**src/rtl/uart_pkg.sv**
```systemverilog
// Shared types and constants for the UART receive path.
package uart_pkg;

    typedef enum logic [2:0] {
        IDLE,
        START,
        DATA,
        PARITY,
        STOP
    } state_t;

    localparam int DEFAULT_CLKS_PER_BIT = 87;  // 10 MHz / 115200 baud
    localparam int DATA_BITS            = 8;

endpackage

```
**src/rtl/sync_2ff.sv**
```systemverilog
// Two-flop synchroniser for a single asynchronous input, with a configurable
// reset value so idle-high lines come out of reset without a false edge.
module sync_2ff #(
    parameter logic RESET_VAL = 1'b1
) (
    input  logic clk,
    input  logic rst,
    input  logic d,
    output logic q
);

    logic meta;

    // NOTE: non-blocking assignments keep the two flops a true two-stage pipeline.
    always_ff @(posedge clk) begin
        if (rst) begin
            meta <= RESET_VAL;
            q    <= RESET_VAL;
        end else begin
            meta <= d;
            q    <= meta;
        end
    end

endmodule

```
**src/rtl/uart_rx.sv**
```systemverilog
// Oversampling UART receiver: 8N1 by default, 8E1 when UART_RX_PARITY_EN is
// defined (which also adds the Parity_Err_out port).
module uart_rx
    import uart_pkg::*;
#(
    parameter int CLKS_PER_BIT = DEFAULT_CLKS_PER_BIT
) (
    input  logic       clk,
    input  logic       RST,
    input  logic       Rx_Serial_in,
    output logic       Rx_DV_out,
    output logic [7:0] Rx_Byte_out,
    output logic       Frame_Err_out
`ifdef UART_RX_PARITY_EN
    ,
    output logic       Parity_Err_out
`endif
);

    localparam int                HALF     = CLKS_PER_BIT / 2;
    localparam int                CNT_W    = $clog2(CLKS_PER_BIT);
    localparam logic [CNT_W-1:0]  CNT_LAST = CNT_W'(CLKS_PER_BIT - 1);
    localparam logic [CNT_W-1:0]  CNT_HALF = CNT_W'(HALF - 1);
    localparam logic [2:0]        IDX_LAST = 3'(DATA_BITS - 1);

    logic                 line_s;
    state_t               state, state_nxt;
    logic [CNT_W-1:0]     cnt, cnt_nxt;
    logic [2:0]           idx, idx_nxt;
    logic [DATA_BITS-1:0] shreg, shreg_nxt;
    logic [7:0]           byte_nxt;
    logic                 dv_nxt, ferr_nxt, par_err;

    sync_2ff #(.RESET_VAL(1'b1)) u_sync (
        .clk (clk),
        .rst (RST),
        .d   (Rx_Serial_in),
        .q   (line_s)
    );

`ifdef UART_RX_PARITY_EN
    logic par_bit, par_bit_nxt, perr_nxt;
    // Even parity: data bits plus parity bit must XOR to zero.
    assign par_err = (^shreg) ^ par_bit;
`else
    assign par_err = 1'b0;
`endif

    // NOTE: every comb output gets a default first so no path infers a latch.
    always_comb begin
        state_nxt = state;
        cnt_nxt   = cnt + CNT_W'(1);
        idx_nxt   = idx;
        shreg_nxt = shreg;
        byte_nxt  = Rx_Byte_out;
        dv_nxt    = 1'b0;
        ferr_nxt  = 1'b0;
`ifdef UART_RX_PARITY_EN
        par_bit_nxt = par_bit;
        perr_nxt    = 1'b0;
`endif
        case (state)
            IDLE: begin
                cnt_nxt = '0;
                idx_nxt = '0;
                if (!line_s) state_nxt = START;
            end
            START: begin
                if (cnt == CNT_HALF) begin
                    cnt_nxt   = '0;
                    state_nxt = line_s ? IDLE : DATA;  // high at mid-bit: glitch, drop silently
                end
            end
            DATA: begin
                if (cnt == CNT_LAST) begin
                    cnt_nxt        = '0;
                    shreg_nxt[idx] = line_s;
                    if (idx == IDX_LAST) begin
`ifdef UART_RX_PARITY_EN
                        state_nxt = PARITY;
`else
                        state_nxt = STOP;
`endif
                    end else begin
                        idx_nxt = idx + 3'd1;
                    end
                end
            end
`ifdef UART_RX_PARITY_EN
            PARITY: begin
                if (cnt == CNT_LAST) begin
                    cnt_nxt     = '0;
                    par_bit_nxt = line_s;
                    state_nxt   = STOP;
                end
            end
`endif
            STOP: begin
                if (cnt == CNT_LAST) begin
                    cnt_nxt   = '0;
                    state_nxt = IDLE;
                    ferr_nxt  = !line_s;
`ifdef UART_RX_PARITY_EN
                    perr_nxt  = par_err;
`endif
                    if (line_s && !par_err) begin
                        byte_nxt = shreg;
                        dv_nxt   = 1'b1;
                    end
                end
            end
            default: begin
                cnt_nxt   = '0;
                state_nxt = IDLE;
            end
        endcase
    end

    always_ff @(posedge clk) begin
        if (RST) begin
            state         <= IDLE;
            cnt           <= '0;
            idx           <= '0;
            shreg         <= '0;
            Rx_Byte_out   <= 8'h00;
            Rx_DV_out     <= 1'b0;
            Frame_Err_out <= 1'b0;
`ifdef UART_RX_PARITY_EN
            par_bit        <= 1'b0;
            Parity_Err_out <= 1'b0;
`endif
        end else begin
            state         <= state_nxt;
            cnt           <= cnt_nxt;
            idx           <= idx_nxt;
            shreg         <= shreg_nxt;
            Rx_Byte_out   <= byte_nxt;
            Rx_DV_out     <= dv_nxt;
            Frame_Err_out <= ferr_nxt;
`ifdef UART_RX_PARITY_EN
            par_bit        <= par_bit_nxt;
            Parity_Err_out <= perr_nxt;
`endif
        end
    end

endmodule

```
**config.mk**
```make
export PLATFORM = sky130hd
export DESIGN_NAME = uart_rx
export DESIGN_NICKNAME = d
export VERILOG_FILES = /design/src/rtl/uart_pkg.sv /design/src/rtl/sync_2ff.sv /design/src/rtl/uart_rx.sv
export SDC_FILE = /design/constraint.sdc
export NUM_CORES = 1
export LEC_CHECK = 0
export ABC_AREA = 1
export CAP_MARGIN = 10
export CORE_AREA = 3 3 62 64
export CTS_BUF_LIST = sky130_fd_sc_hd__clkbuf_16
export DETAILED_ROUTE_END_ITERATION = 12
export DIE_AREA = 0 0 65 67
export PLACE_DENSITY = 0.7
export SLEW_MARGIN = 20
export SYNTH_ARGS = -nofsm -noshare
export SYNTH_HDL_FRONTEND = slang
export SYNTH_SLANG_ARGS = --single-unit
```
**constraint.sdc**
```tcl
create_clock -name clk -period 2.1 [get_ports clk]
set_clock_uncertainty 0.15 [all_clocks]
set_input_delay 0.42 -clock clk [delete_from_list [all_inputs] [get_ports clk]]
set_output_delay 0.42 -clock clk [all_outputs]
set_load 0.005 [all_outputs]
```
# Word-level counts from Yosys, hierarchy flattened
# Index checks and enable logic that the tools add are counted.
# word_totals
register_bits	33
out_inout_bits	10
input_bits	3
elab_cells	54
# op_classes
n_eq_ne	12
n_mux	17
add_sub_neg	2
bitwise	2
n_reduce_logical	10
order_cmp	2
# ops
operator	count
3-bit 2-to-1 mux	7
7-bit 2-to-1 mux	2
7-bit case mux with 2 select lines	1
2-bit inequality test (second input constant)	6
3-bit case mux with 4 select lines	1
8-bit bitwise mux	1
7-bit by 1-bit adder with 7-bit output (second input constant)	1
7-bit by 6-bit equality test with 1-bit output (second input constant)	1
7-bit equality test (second input constant)	1
3-bit equality test (second input constant)	2
3-bit case mux with 2 select lines	1
3-bit AND reduction	2
5-bit AND reduction	1
3-bit by 4-bit less-than comparator with 1-bit output (second input constant)	1
3-bit by 1-bit adder with 3-bit output (second input constant)	1
1-bit demux with 3-bit select	1
3-bit by 1-bit equality test with 1-bit output (second input constant)	1
3-bit by 2-bit equality test with 1-bit output (second input constant)	1
3-bit by 1-bit >= comparator with 1-bit output (second input constant)	1
3-bit logical NOT	1
3-bit OR reduction	1
1-bit 2-to-1 mux	2
2-bit 2-to-1 mux	1
1-bit inverter	2
other kinds (5)	5

# Logic depth before layout (Yosys ltp)
# logic_depth
word_depth	5
ltp_mapped	10
depth_no_buf	10

# Modules after synthesis
# From an unflattened synthesis, not the netlist that was laid out.
# hier_totals
hier_cells	214
area_unflattened_um2	1554.0
# modules_own_cells
module	instances	seq_area_each_um2	cells_each	area_each_um2
uart_rx	1	620.6	207	1495.2
sync_2ff	1	40.0	7	58.8

# Worst setup path before layout
# OpenSTA, ideal clock, no wires.
# synth_path
path_type	register to register
from	register idx[0]
to	register idx[0]
path_buffers	0
arrival_ns	1.196
setup_slack_ns	0.622
stages_incl_launch_ff	8
t_required_ns	1.818
period_less_slack_ns	1.478
setup_ns	0.132
cell_sequence	dfxtp_1 ha_1 ha_1 nand3b_1 nand2_1 nand2_1 nand2_1 a21oi_1
# synth_via
elab_chain_cells	4
elab_cells_between_ends	7
classes_between	add/sub (1); eq/ne (2); mux (3); reduce/logical (1)
# synth_lines
element	line	rtl
start, declared	uart_rx.sv:29	logic [2:0] idx, idx_nxt;
start signal, assigned	uart_rx.sv:135	idx <= idx_nxt;
3-bit by 1-bit adder with 3-bit output	uart_rx.sv:85	idx_nxt = idx + 3'd1;
3-bit 2-to-1 mux	uart_rx.sv:78	if (idx == IDX_LAST) begin
3-bit 2-to-1 mux	uart_rx.sv:75	if (cnt == CNT_LAST) begin
3-bit case mux with 2 select lines	uart_rx.sv:62	case (state)
# Parallel ways exist; a longest one is shown, timed or not. The select of a mux whose other input is x is not followed.
# A chain may end at the register's enable or synchronous reset.

# Final worst setup path
# layout_path
from	register cnt[0]
to	register shreg[7]
# layout_via
elab_chain_cells	2
# layout_lines
element	line	rtl
start, declared	uart_rx.sv:28	logic [CNT_W-1:0] cnt, cnt_nxt;
start signal, assigned	uart_rx.sv:134	cnt <= cnt_nxt;
7-bit equality test	uart_rx.sv:75	
2-bit AND reduction (no source line)	-	
end signal, assigned	uart_rx.sv:136	shreg <= shreg_nxt;
end, declared	uart_rx.sv:30	logic [DATA_BITS-1:0] shreg, shreg_nxt;
# Every way passes these cells.

==> flow_summary_export.csv <==
group,metric,value,unit
status,status,"finished clean",
clock_network,clkLatencyLatePin,0.28,ns
sta,hold_viol,0,
flow_run,drv_cap,0,
sta,rsz0062_at_grt,"false",
sta,finalMaxSlewViolations,0,
die,start_util,44.8,%
worst_setup_path,cp_common_cell,"nand2_1",
worst_hold_path,hold_class,"flip-flop to flip-flop",
grt,grt_pass1_vias,1118,
place,post-place-ws,0.414,ns
yosys,syn_nets,205,
worst_setup_path,critPathMaxStageDelay,0.37,ns
clock_network,cts_resized,0,
yosys,syn_inst,198,
worst_setup_path,cp-end-kind,"flip-flop",
clock_network,hold_buffers,0,
worst_setup_path,start_kind,"flip-flop",
route,drc,0,
worst_setup_path,critPathKind,"flip-flop to flip-flop",
final_layout,final_layout_size_suffix_gt1_share,10.8,%
place,port_buffers,12,
clock_network,cts_buffer_depth,2,
grt,gr-total-overflow,0,
clock_network,htreeDepth,2,
worst_setup_path,required,2.12,ns
place,post-dp-hpwl,1980,um
final_layout,nets,219,
worst_setup_path,cp_max_fo,20,
clock_network,cts_tree,"built",
final_layout,num_antenna_cells,0,
grt,grt_first_pass_wirelength,4950,um
yosys,postSynthAreaPerCell,7.55,sq um
power_and_ir_drop,power_leakage,0.662,nW
yosys,synthDistinctLibCells,27,
power_and_ir_drop,powerDensity,916,nW/um^2
place,gp_congestion,0.781,
grt,gr-usage-all-layers,15.4,%
die,row_count,21,
clock_network,cts_sinks,33,
final_layout,regArea,661,sq um
route,vias,1246,
die,pin_count,13,
route,dr.pass1.iters,4,
final_layout,nFillCells,324,
die,die_x,65,um
sta,hold_slack,0.260,ns
final_layout,syn_to_final_growth,19.3,%
die,fp.dieH,67,um
sta,finalCriticalPeriod,1.71,ns
sta,fin_setup_tns,0,ns
worst_setup_path,cp_top_family,"simple AND/OR/NAND/NOR gates",
clock_network,cts_setup_buffers,0,
route,avgRoutedWirePerCell,11.2,um
clock_network,cts_buffers,5,
worst_setup_path,crit_chain,"inv_1 > ha_1 > nand2_1 > inv_1 > nand3_4 > nor2_4 > nand2_1 > nand2_1 > a21oi_2",
grt,grt_max_degree,21,
yosys,seq_area_frac_synth,44.2,%
sta,worst_slack,0.395,ns
sta,max_slew_margin,63.8,%
yosys,netlist_area,1490,sq um
final_layout,multiInputGateArea,727,sq um
worst_setup_path,slowest_stage,"nor2_4",
clock_network,path_clk_slew,0.05,ns
sta,max_freq,587,MHz
die,core-area,3340,sq um
grt,grt_antenna_before_repair,0,
sta,setup_viol,0,
final_layout,final_core_util,53.4,%
power_and_ir_drop,ir_drop,395,uV
sta,worst_slew_pin_slew,0.542,ns
route,drt_iter0_drc,64,
worst_setup_path,critPathBufInv,2,
die,dieArea,4360,sq um
route,wirelength,2900,um
yosys,yosys_warnings,0,
route,viasPerCell,4.81,
yosys,synth_seq_cells,33,
sta,finalCritPeriodShare,81.2,%
worst_setup_path,cp.arrival,1.72,ns
route,ant_nets,0,
clock_network,cts-root-buf,"clkbuf_16",
## final cells by class
type,count,share of cell area (%)
multi-input combinational,142,40.8
sequential,33,37.1
timing repair buffer,14,7.58
clock buffer,5,7.02
inverter,16,3.37
tap,46,3.23
clock inverter,3,0.982
## state kept, by name (all words and copies together), names as in the netlist
signal / count
u_sync.meta: 1
u_sync.q: 1
shreg: 8
idx: 3
state: 3
cnt: 7
Frame_Err_out: 1
Rx_Byte_out: 8
Rx_DV_out: 1
## synthesized netlist by cell type, drive strengths merged
library cell  number  area share (%)
xor2               2             1.2
inv               16             4.0
buf                4             2.3
nand3b             1            0.50
xnor2              2             1.2
clkbuf             3            0.75
nand3             27              10
nand2             51              13
dfxtp             33              44
nor3b              1            0.84
ha                 4             3.4
o21ai              1            0.33
nor3               2            0.67
nor2              26             8.2
nand4              2            0.84
nor4               1            0.42
or2                2            0.84
a21oi             20             7.0
## layer usage
metal	wire length (um)	share of wire, %	up-vias	global-route usage (%)
met5	0	0	-	0
met4	64	2.2	0	8.71
met3	122	4.2	8	6.07
met2	1210	42	22	22.5
met1	1500	52	552	19.1
li1	-	-	664	-
## worst paths after layout
path               start  cells past startpoint       end  slack [ns]
max               cnt[0]                      9  shreg[7]        0.39
min          u_sync.meta                      1  u_sync.q        0.26
max reg2reg       cnt[0]                      9  shreg[7]        0.39
min reg2reg  u_sync.meta                      1  u_sync.q        0.26
## metrics by stage
stage | instance area [sq um] | instances | power [mW]
final | 1780 | 259 | 1.63
after global routing | 1780 | 259 | 1.72
after CTS | 1780 | 259 | 1.65
after detailed placement | 1640 | 251 | 0.939
after global placement | 1640 | 251 | 0.935
after floorplan | 1490 | 198 | 0.887
## worst reg2reg max path: stages (launching register included)
cell,delay [ns]
dfxtp_1,0.33
inv_1,0.06
ha_1,0.15
nand2_1,0.05
inv_1,0.08
nand3_4,0.13
nor2_4,0.37
nand2_1,0.11
nand2_1,0.11
a21oi_2,0.05
## cells in the final DEF, fill, tap and decap left out
cell and n:
nor2_2 1, inv_2 1, xor2_1 2, clkinvlp_4 1, a21oi_2 1, inv_1 15, nand4_1 2, nor4_1 1
nor3b_2 1, or2_2 2, clkbuf_16 5, clkdlybuf4s50_1 12, clkinv_2 2, dfxtp_1 33, nand3_4 1, nor2_4 3
nor3_1 2, ha_1 4, nor2_1 22, a21oi_1 19, xnor2_1 2, nand3_1 25, nand2_2 2, nand2_1 49
o21ai_0 1, nand3_2 1, nand3b_1 1, buf_4 2
## cell families after synthesis
logic type	share of synthesized area, %
AOI/OAI and AO/OA	7.29
xor gates and xnor gates	2.35
adders and majority gates	3.35
buffers and inverters	7.12
DFF	44.2
and+or+nand+nor	35.7
## report_power, final
| part | total (mW) | switching, mW | internal [mW] | leakage (nW) |
|---|---|---|---|---|
| logic | 0.249 | 0.171 | 0.0783 | 0.326 |
| clock network | 0.706 | 0.272 | 0.434 | 0.0696 |
| registers | 0.677 | 0.0256 | 0.652 | 0.267 |
| total | 1.63 | 0.469 | 1.16 | 0.662 |
Note: power is estimated with default switching activity, not from simulation.
